===== config.mk =====
export PLATFORM = sky130hd
export DESIGN_NAME = alu_sequencer
export DESIGN_NICKNAME = d
export VERILOG_FILES = /design/src/rtl/alu_sequencer.sv
export SDC_FILE = /design/constraint.sdc
export NUM_CORES = 1
export LEC_CHECK = 0
export BUFFER_PORTS_ARGS = -buffer_cell sky130_fd_sc_hd__buf_4
export CAP_MARGIN = 20
export CORE_ASPECT_RATIO = 1.25
export CORE_MARGIN = 1.5
export CORE_UTILIZATION = 50
export DETAILED_ROUTE_END_ITERATION = 10
export PLACE_DENSITY = 0.77
export SLEW_MARGIN = 20
export SYNTH_ARGS = -nofsm -noshare
export SYNTH_HDL_FRONTEND = slang
export SYNTH_SLANG_ARGS = --single-unit

===== constraint.sdc =====
create_clock -name clk -period 4.4 [get_ports clk]
set_input_delay 0.22 -clock clk [delete_from_list [all_inputs] [get_ports clk]]
set_output_delay 0.22 -clock clk [all_outputs]
set_load 0.01 [all_outputs]

===== src/rtl/alu_sequencer.sv =====
// Multi-cycle controller in front of the 16-bit ALU: builds SUB and variable SHL out of
// repeated single ALU passes and owns the architectural Z/N/C/V flag register.
module alu_sequencer #(
    parameter int WIDTH = 16
) (
    input  logic             clk,
    input  logic             rst,
    input  logic             cmd_valid,
    output logic             cmd_ready,
    input  logic [3:0]       cmd_op,
    input  logic [WIDTH-1:0] cmd_a,
    input  logic [WIDTH-1:0] cmd_b,
    input  logic [3:0]       cmd_cnt,
    output logic [3:0]       alu_func_sel,
    output logic [WIDTH-1:0] alu_a,
    output logic [WIDTH-1:0] alu_b,
    output logic [2:0]       alu_shift,
    output logic             alu_z,
    input  logic [WIDTH-1:0] alu_f,
    input  logic             alu_carry,
    input  logic             alu_overflow,
    output logic             res_valid,
    output logic [WIDTH-1:0] res_data,
    output logic             flag_z,
    output logic             flag_n,
    output logic             flag_c,
    output logic             flag_v,
    output logic             busy
);

    typedef enum logic [0:0] {
        ST_IDLE = 1'b0,
        ST_EXEC = 1'b1
    } state_t;

    localparam logic [3:0] OP_ADD  = 4'd1;
    localparam logic [3:0] OP_AND  = 4'd2;
    localparam logic [3:0] OP_SUB  = 4'd3;
    localparam logic [3:0] OP_SHL  = 4'd4;
    localparam logic [3:0] OP_NOTA = 4'd5;
    localparam logic [3:0] OP_NOTB = 4'd6;
    localparam logic [3:0] OP_INCA = 4'd7;
    localparam logic [3:0] OP_INCB = 4'd8;
    localparam logic [3:0] OP_DECB = 4'd9;
    localparam logic [3:0] OP_CLR  = 4'd10;
    localparam logic [3:0] OP_CLC  = 4'd11;
    localparam logic [3:0] OP_CLZ  = 4'd12;
    localparam logic [3:0] OP_SZ   = 4'd13;

    localparam logic [3:0] F_ADD  = 4'd1;
    localparam logic [3:0] F_AND  = 4'd2;
    localparam logic [3:0] F_CLR  = 4'd3;
    localparam logic [3:0] F_NOTB = 4'd5;
    localparam logic [3:0] F_INCB = 4'd6;
    localparam logic [3:0] F_DECB = 4'd7;
    localparam logic [3:0] F_INCA = 4'd10;
    localparam logic [3:0] F_NOTA = 4'd14;
    localparam logic [3:0] F_LSH  = 4'd15;

    state_t           state_q, state_d;
    logic [3:0]       op_q, op_d;
    logic [WIDTH-1:0] a_q, a_d;
    logic [WIDTH-1:0] b_q, b_d;
    logic [3:0]       cnt_q, cnt_d;
    logic [3:0]       pass_q, pass_d;
    logic [WIDTH-1:0] res_data_q, res_data_d;
    logic             res_valid_q, res_valid_d;
    logic             flag_z_q, flag_z_d;
    logic             flag_n_q, flag_n_d;
    logic             flag_c_q, flag_c_d;
    logic             flag_v_q, flag_v_d;
    logic             accept_s;
    logic             last_pass_s;

    assign accept_s  = cmd_valid & cmd_ready;
    assign cmd_ready = (state_q == ST_IDLE) & ~rst;
    assign busy      = (state_q == ST_EXEC);
    assign alu_shift = 3'd0;
    assign alu_z     = flag_z_q;
    assign res_valid = res_valid_q;
    assign res_data  = res_data_q;
    assign flag_z    = flag_z_q;
    assign flag_n    = flag_n_q;
    assign flag_c    = flag_c_q;
    assign flag_v    = flag_v_q;

    // ALU drive for the current pass; SUB is NOTB, INCB, then ADD on the negated B
    always_comb begin
        alu_func_sel = 4'd0;
        alu_a        = '0;
        alu_b        = '0;
        last_pass_s  = 1'b0;
        if (state_q == ST_EXEC) begin
            alu_a       = a_q;
            alu_b       = b_q;
            last_pass_s = 1'b1;
            case (op_q)
                OP_ADD:  alu_func_sel = F_ADD;
                OP_AND:  alu_func_sel = F_AND;
                OP_NOTA: alu_func_sel = F_NOTA;
                OP_NOTB: alu_func_sel = F_NOTB;
                OP_INCA: alu_func_sel = F_INCA;
                OP_INCB: alu_func_sel = F_INCB;
                OP_DECB: alu_func_sel = F_DECB;
                OP_CLR:  alu_func_sel = F_CLR;
                OP_SUB: begin
                    case (pass_q)
                        4'd0:    alu_func_sel = F_NOTB;
                        4'd1:    alu_func_sel = F_INCB;
                        default: alu_func_sel = F_ADD;
                    endcase
                    last_pass_s = (pass_q == 4'd2);
                end
                OP_SHL: begin
                    alu_func_sel = F_LSH;
                    last_pass_s  = (pass_q == (cnt_q - 4'd1));
                end
                default: alu_func_sel = 4'd0;
            endcase
        end else begin
            last_pass_s = 1'b0;
        end
    end

    // Next-state, operand write-back, result and flag update
    always_comb begin
        state_d     = state_q;
        op_d        = op_q;
        a_d         = a_q;
        b_d         = b_q;
        cnt_d       = cnt_q;
        pass_d      = pass_q;
        res_data_d  = res_data_q;
        res_valid_d = 1'b0;
        flag_z_d    = flag_z_q;
        flag_n_d    = flag_n_q;
        flag_c_d    = flag_c_q;
        flag_v_d    = flag_v_q;
        case (state_q)
            ST_IDLE: begin
                if (accept_s) begin
                    op_d   = cmd_op;
                    a_d    = cmd_a;
                    b_d    = cmd_b;
                    cnt_d  = cmd_cnt;
                    pass_d = 4'd0;
                    case (cmd_op)
                        OP_ADD, OP_AND, OP_SUB, OP_NOTA, OP_NOTB,
                        OP_INCA, OP_INCB, OP_DECB, OP_CLR: state_d = ST_EXEC;
                        OP_SHL: begin
                            if (cmd_cnt != 4'd0) begin
                                state_d = ST_EXEC;
                            end else begin
                                res_data_d  = cmd_a;
                                res_valid_d = 1'b1;
                                flag_z_d    = ~|cmd_a;
                                flag_n_d    = cmd_a[WIDTH-1];
                                flag_c_d    = 1'b0;
                                flag_v_d    = 1'b0;
                            end
                        end
                        OP_CLC:  flag_c_d = 1'b0;
                        OP_CLZ:  flag_z_d = 1'b0;
                        OP_SZ:   flag_z_d = 1'b1;
                        default: state_d = ST_IDLE;
                    endcase
                end else begin
                    state_d = ST_IDLE;
                end
            end
            ST_EXEC: begin
                pass_d = pass_q + 4'd1;
                if ((op_q == OP_SUB) && !last_pass_s) begin
                    b_d = alu_f;
                end else begin
                    b_d = b_q;
                end
                if (op_q == OP_SHL) begin
                    a_d = alu_f;
                end else begin
                    a_d = a_q;
                end
                // Intermediate-pass carry/overflow are dropped; only the final pass lands in the flags
                if (last_pass_s) begin
                    state_d     = ST_IDLE;
                    res_data_d  = alu_f;
                    res_valid_d = 1'b1;
                    flag_z_d    = ~|alu_f;
                    flag_n_d    = alu_f[WIDTH-1];
                    flag_c_d    = alu_carry;
                    flag_v_d    = alu_overflow;
                end else begin
                    state_d = ST_EXEC;
                end
            end
            default: state_d = ST_IDLE;
        endcase
    end

    // State and datapath registers with synchronous reset
    always_ff @(posedge clk) begin
        if (rst) begin
            state_q     <= ST_IDLE;
            op_q        <= 4'd0;
            a_q         <= '0;
            b_q         <= '0;
            cnt_q       <= 4'd0;
            pass_q      <= 4'd0;
            res_data_q  <= '0;
            res_valid_q <= 1'b0;
            flag_z_q    <= 1'b0;
            flag_n_q    <= 1'b0;
            flag_c_q    <= 1'b0;
            flag_v_q    <= 1'b0;
        end else begin
            state_q     <= state_d;
            op_q        <= op_d;
            a_q         <= a_d;
            b_q         <= b_d;
            cnt_q       <= cnt_d;
            pass_q      <= pass_d;
            res_data_q  <= res_data_d;
            res_valid_q <= res_valid_d;
            flag_z_q    <= flag_z_d;
            flag_n_q    <= flag_n_d;
            flag_c_q    <= flag_c_d;
            flag_v_q    <= flag_v_d;
        end
    end

endmodule

* Word level (Yosys, flattened, before mapping)
Cells that the tools add are included.
Cells by class: add/sub/neg operators 2, eq/ne operators 35, mux-type cells 49, bitwise gates (word level) 4, reduce and logical (&&, ||, !) cells 15
Operators by type and width (count):
- two-way mux 16 bit | 10
- case mux 16 bit (2 select lines) | 3
- case mux 4 bit (10 select lines) | 1
- == test 4 bit (second input constant) | 9
- == test 4 x 3 -> 1 bit (second input constant) | 8
- OR reduction 16 bit | 2
- two-way mux 1 bit | 21
- == test 4 x 2 -> 1 bit (second input constant) | 5
- case mux 1 bit (2 select lines) | 9
- == test 4 x 1 -> 1 bit (second input constant) | 3
- AND reduction 4 bit | 3
- OR reduction 9 bit | 1
- two-way mux 4 bit | 2
- != test 2 x 1 -> 1 bit (second input constant) | 4
- case mux 4 bit (2 select lines) | 1
- case mux 3 bit (2 select lines) | 1
- AND reduction 2 bit | 3
- adder 4 x 1 -> 4 bit (second input constant) | 1
- == test 4 bit | 1
- logical NOT 4 bit | 1
- != test 2 bit (second input constant) | 2
- != test 4 x 1 -> 1 bit (second input constant) | 1
- nonzero test 4 bit | 1
- subtractor 4 x 1 -> 4 bit (second input constant) | 1
- 7 further kinds | 11
Storage, ports and cells: bits in registers 66, input port bits 61

* Depth between registers and ports, before layout
Gate-level depths: netlist (run 1).
depth in word-level cells 8, depth in mapped cells 9, mapped depth without buffers 8

* Worst setup path before layout (run 1)
OpenSTA, ideal clock, no wires.
kind register -> register, start register op_q[1], end register b_q[12], data arrival time 1804 ps, required time 4255 ps, path slack 2452 ps, cell stages (with the launch flop) 9, buffers on the path 2, cells stage by stage dfxtp_1 buf_6 nor4b_4 and3_1 o211ai_2 a31o_4 buf_4 a211oi_1 a211oi_2
Between the ends: cells in the longest elaborated chain, start to end 7, elaborated cells on any way between the ends 8
RTL lines:
- start: declaration | RTL line 61 | logic [3:0] op_q, op_d;
- start signal: assignment | RTL line 217 | op_q <= op_d;
- == test 4 x 3 -> 1 bit / == test 4 x 2 -> 1 bit (equally long branches) | RTL line 97, 173
- case mux 1 bit (2 select lines) | RTL line 97 | case (op_q)
- two-way mux 1 bit | RTL line 93 | if (state_q == ST_EXEC) begin
- logical NOT 1 bit | RTL line 173 | if ((op_q == OP_SUB) && !last_pass_s) begin
- logical AND 1 bit (*) | RTL line 173
- != test 2 x 1 -> 1 bit (no line) (*)
- AND reduction 2 bit (no line) (*)
- end signal: assignment | RTL line 206 | b_q <= '0;
- end signal: assignment | RTL line 219 | b_q <= b_d;
- end: declaration | RTL line 63 | logic [WIDTH-1:0] b_q, b_d;
Every way passes the cells marked *; elsewhere a longest branch is shown, timed or not. A chain may end at the register's enable or synchronous reset.

* Final worst setup path (run 1)
start register state_q (netlist: busy), end register b_q[4]
Between the ends: cells in the longest elaborated chain, start to end 5, elaborated cells on any way between the ends 10
RTL lines:
- start: declaration | RTL line 60 | state_t state_q, state_d;
- start signal: assignment | RTL line 216 | state_q <= state_d;
- inverter 1 bit (no line) / two-way mux 1 bit (equally long branches)
- AND 1 bit / logical NOT 1 bit (equally long branches) | RTL line 76, 173
- AND 1 bit / logical AND 1 bit (equally long branches) | RTL line 75, 173
- != test 2 bit (no line) / != test 2 x 1 -> 1 bit (equally long branches)
- AND reduction 2 bit (no line)
Several ways; a longest one is shown, not always the timed one.

==> run metrics, run 1 <==
run status=finished, final reports clean; # DRC=0; Async SR Flop Fraction=0%; CORE AREA=7750 µm²; FF-to-FF setup slack=1420 ps; clk sinks=65; first-pass GRT wire length=17600 µm; synthesized flop and latch total=65; CP startpoint=busy; Synth Instances=456; fin nets=613; port buffer count=120; TritonCTS Buffers=9; CTS H-tree lvls=3; clock latency on the worst-skew pair=340 ps; peak supply drop=0.202 mV; Mean Syn Cell Area=8.67 µm²; share of cells above drive strength 1=29.3%; dpl hpwl=8050 µm; Final Slew Violations=0; vias per cell=6.15; Yosys cell types=53; die area=8460 µm²; grt ovf=0; chip width=82.6 µm; leakage power figure=1.94 nW; CTS Buffer Depth=2; Yosys Warn Count=0; antenna fix cells=0; Slew HR=31.5%; Layout area overhead=26.4%; top cells by area, synth=dfxtp_1 (33%), mux2i_1 (9.4%), a211oi_1 (7.2%); Startpoint Class=register; Pre-Repair DR Iteration Count=5; max-cap violations=0; pin count of the biggest net entering global routing=69; CTS clk-pin slew, worst paths=80 ps; Slew @ Worst Pin=1020 ps; Resized Gates After CTS=0; WP data arrival=3170 ps; number of global-route vias before repair=3587; clk_skew=9.40 ps; vias=3981; Worst Path Required=4590 ps; Starting Density=51.0%; root cell of the clock tree=clkbuf_8; IO Pins=124; Max FO, Critical Path=60; initial antenna violation count=0; WL final=11600 µm; chip height=102 µm; GRT Util Overall=27.6%; 1st-iter DRT viols=295; # setup viols final=0; Post-CTS Hold Buffers=0; area leader, netlist=dfxtp_1; share of the synthesized area in the top cell type=32.9%; Setup Fix Bufs, Post-CTS=0; final worst path period need=2980 ps; RSZ-0062 raised after global routing=no; Post-Place Cells=632; crit share post-route=67.7%; Post-Layout Cell Count=647; TNS Setup=0 ps; worst hold margin=91.5 ps; Hold Path Class=primary input to register; EDFF count, synth=0; Pwr Density=318 nW/µm²; Mapped Area=3960 µm²; gpl congestion=0.884; HP Start=cmd_cnt[1]; CTS tree=yes; number of core rows=36; antenna viol nets, final=0; worst flop-to-flop path startpoint=busy; fmax=336 MHz; routed len/inst=17.9 µm; Crit. End Element=register; crit path kind=register to register; Top FF cell, synth=dfxtp_1; register area share after synthesis=32.9%; endpoints failing hold=0
## cells in the mapped netlist, drive strengths merged (4+ instances only)
| master | n |
|---|---|
| and2 | 34 |
| a22oi | 17 |
| buf | 22 |
| a41oi | 18 |
| mux2i | 37 |
| a21oi | 9 |
| dfxtp | 65 |
| inv | 6 |
| nand3 | 32 |
| clkbuf | 22 |
| nand2b | 9 |
| nor2 | 36 |
| ha | 4 |
| o21ai | 10 |
| a211oi | 49 |
| nand2 | 27 |
| nor4 | 9 |
| nor2b | 7 |
## per-layer routing
layer / up-vias / part of all wire (%) / routed length, µm / global-route usage, %
li1: 1874 / - / - / -
met1: 1879 / 41 / 4780 / 36.8
met2: 208 / 48 / 5550 / 44.3
met3: 20 / 8.5 / 985 / 4.11
met4: 0 / 2.4 / 277 / 11.2
met5: - / 0 / 0 / 0
## metrics by stage
step / setup WS [ps] / power (mW) / area (µm²) / utilization, %
final: 1420 / 1.59 / 5000 / 64.5
after global placement: 1530 / 1.02 / 4780 / 61.7
after floorplan: 2450 / 0.890 / 3960 / -
after detailed placement: 1460 / 1.03 / 4780 / 61.7
after global routing: 1190 / 1.65 / 5000 / 64.5
after CTS: 1450 / 1.59 / 5000 / 64.5
## report_power, final
part | switching (mW) | leakage (nW) | internal [mW]
clock | 0.248 | 0.102 | 0.319
sequential | 0.0482 | 0.535 | 0.638
combinational | 0.174 | 1.30 | 0.163
total | 0.471 | 1.94 | 1.12
## kinds of logic after synthesis
kind of cell / share of synthesized area, %
flip-flops: 32.9
buffers and inverters: 6.26
XOR/XNOR: 1.46
multiplexers: 9.36
adder cells (fa/ha/maj): 1.27
AO/OA/AOI/OAI: 25.5
AND/OR/NAND/NOR: 23.1
other: 0.0948
## sequential cells by signal (all words and copies together), names as in the netlist
signal and count:
busy 1, flag_v 1, flag_c 1, cnt_q 4
alu_z 1, a_q 16, op_q 4, res_valid 1
pass_q 4, b_q 16, res_data 16
## path summary, 6_finish.rpt
kind	end	cells past startpoint
setup / recovery	b_q[4]	5
hold / removal	cnt_q[1]	3
setup reg to reg	b_q[4]	5
hold reg to reg	a_q[12]	2
## placed cells by master (no fill, tap or decap), types with 16 or more instances in the layout
| master | n |
|---|---|
| a211oi_1 | 38 |
| a22oi_1 | 16 |
| a41oi_1 | 18 |
| and2_1 | 34 |
| buf_4 | 123 |
| dfxtp_1 | 64 |
| mux2i_1 | 37 |
| nand2_1 | 27 |
| nand3_1 | 32 |
| nor2_1 | 34 |
## worst max-delay path, cell delays in order, from the launching register on
cell and delay, ps:
dfxtp_4 600, buf_4 640, inv_2 210, nor3b_2 870, a21o_4 390, a211oi_1 110
## layout make-up
type	count	area, µm²
clock inverter	6	92.6
inverter	6	22.5
timing repair buffer	123	923
sequential	65	1310
tap	95	119
clock buffer	9	124
fill	677	2750
multi-input combinational	343	2410
No activity file was read; power rests on OpenSTA's default activity.
==> inputs of run 2 (changes only) <==
- CORE_UTILIZATION: 50 -> 47
- PLACE_DENSITY: 0.77 -> 0.76
- clock period: 4.4 -> 2.5 ns (I/O delays scaled with it)
==> run 2 against run 1 <==
Against the previous run:
- the flow now finishes with violations (DRC)
- clock skew about the same
- sequential power up 76%
- combinational power up 81%
- global-route usage down 1.5 points
- die area up 6.2%
- count of clock-buffer cells in the layout up 3
- total power up 73%
- largest cell class unchanged
- highest routed layer unchanged
==> run metrics, run 2 (same netlist as run 1, synthesis figures left out) <==
die area=8980 µm² (+6.2%); antenna fix cells=0 (unchanged); peak supply drop=0.314 mV (+56%); Slowest-stage cell, CP=nor4b_4; switching share of power=29.5% (-0.055 points); endpoints failing hold=0 (unchanged); clk sinks=65 (unchanged); fin util=61.8% (-2.7 points); vias per cell=6.11 (-0.66%); CTS H-tree lvls=3 (unchanged); TNS Setup=0 ps (unchanged); Layout area overhead=28.1%; WL final=12000 µm (+3.1%); run status=finished, violations left; Top Family by Delay on Critical Path=compound AO/OA/AOI/OAI gates; Startpoint Class=register; Crit. End Element=register; CTS tree=yes; critical path depth=7 (+2); Starting Density=48.3% (-2.8 points); grt ovf=0 (unchanged); root cell of the clock tree=clkbuf_8; WP data arrival=2610 ps (-560 ps); max-cap violations=0 (unchanged); Worst R2R Path Depth=7 (+2); number of global-route vias before repair=3816 (+6.4%); clock group share of total power=34.0% (-1.7 points); TritonCTS Buffers=9 (unchanged); Post-CTS Hold Buffers=0 (unchanged); Max FO, Critical Path=18 (-70%); chip height=106 µm (+3.1%); final worst path period need=2360 ps (-617 ps); fin nets=623 (+1.6%); Pre-Repair DR Iteration Count=9 (+4); share of cells above drive strength 1=30.6% (+1.2 points); violated checks=DRC; Slew HR=47.6% (+16 points); GRT Util Overall=26.1% (-1.5 points); Largest stage delay, worst path=460 ps (-410 ps); port buffer count=120 (unchanged); first-pass GRT wire length=18800 µm (+6.9%); pin count of the biggest net entering global routing=69 (unchanged); Seq pwr share=43.9% (+0.8 points); chip width=85.1 µm (+3.0%); Sw Pwr=812 µW (+73%); Hold Path Class=primary input to register; Pwr Density=543 nW/µm² (+71%); # DRC=6 (+6); Comb power frac=22.1% (+0.9 points); leakage power figure=1.99 nW (+2.9%); gpl congestion=0.887 (+0.28%); 1st-iter DRT viols=288 (-2.4%); clk_skew=9.51 ps (+0.107 ps); dpl hpwl=8360 µm (+4.0%); most common cell after layout, fill and taps aside=buf_4; Hold Path Stages=3 (unchanged); CTS Buffer Depth=2 (unchanged); crit path kind=register to register; IO Pins=124 (unchanged); CTS clk-pin slew, worst paths=80 ps (about the same); most frequent cells in the layout=buf_4 (133), dfxtp_1 (63), a211oi_1 (38); antenna viol nets, final=0 (unchanged); fmax=423 MHz (+26%); initial antenna violation count=0 (unchanged); Tot Pwr=2.75 mW (+73%); Int Pwr=1.94 mW (+73%); Worst Path Required=2750 ps (-1840 ps); crit share post-route=94.5% (+27 points); clock latency on the worst-skew pair=330 ps (about the same); vias=4034 (+1.3%); Final Slew Violations=0 (unchanged); routed len/inst=18.1 µm (+1.1%); number of core rows=37 (+2.8%); Slew @ Worst Pin=785 ps (-237 ps); CORE AREA=8190 µm² (+5.8%); # setup viols final=0 (unchanged); CP cell instances=nor4b_4 -> o21ai_0 -> a22oi_2 -> a31o_4 -> buf_4 -> nand3_1 -> a41oi_1; WP buf/inv=1 (-1)
run 2: changes by cell type in the layout (fill, tap and decap cells not counted), sizes merged:
cell,delta
clkinvlp,-2
bufinv,-1
clkbuf,+3
buf,+10
clkinv,+1
run 2: what timing repair did:
action,4_1_cts,5_1_grt
setup endpoints to repair,0,16
gates resized for setup,0,1
setup buffers,0,2
run 2: layer usage:
metal / routed length (µm) / GRT usage (%) / vias up
met5: 0 / 0 / -
met4: 320 / 9.60 / 0
met3: 954 / 5.09 / 32
met2: 5800 / 43.2 / 225
met1: 4880 / 33.3 / 1887
li1: - / - / 1890
run 2: power groups by stage:
stage               Clock (mW)  Sequential [mW]  Combinational [mW]
floorplan                    0             1.21               0.355
global placement             0             1.22               0.586
detailed placement           0             1.23               0.600
CTS                      0.948             1.21               0.604
global route             0.989             1.22               0.657
finish                   0.935             1.21               0.609
run 2: worst paths after layout:
| check | slack [ps] | start | to |
|---|---|---|---|
| worst max-delay path | 140 | op_q[3] | res_data[8] |
| worst min-delay path | 10 | cmd_cnt[1] | cnt_q[1] |
| worst max register to register | 140 | op_q[3] | res_data[8] |
| worst min register to register | 500 | a_q[6] | a_q[6] |
run 2: area by class of cell:
class | count | area (µm²)
Sequential cell | 65 | 1310
Multi-Input combinational cell | 343 | 2410
Fill cell | 730 | 3130
Timing Repair Buffer | 133 | 998
Inverter | 6 | 22.5
Tap cell | 97 | 121
Clock inverter | 4 | 48.8
Clock buffer | 12 | 156
run 2: worst min-delay path, cell delays in order:
cell and delay, ps:
buf_4 90, nand2_1 40, o31ai_1 60
run 2: through the flow:
step                      worst slack [ps]  hold WS [ps]  instance area, µm²  std cells
after floorplan                        552           233                3960        458
after global placement                 278           339                4850        642
after detailed placement               153           343                4850        642
after CTS                              126          1.85                5050        658
after global routing                 -3.54          12.1                5070        660
final                                  138          12.5                5070        660
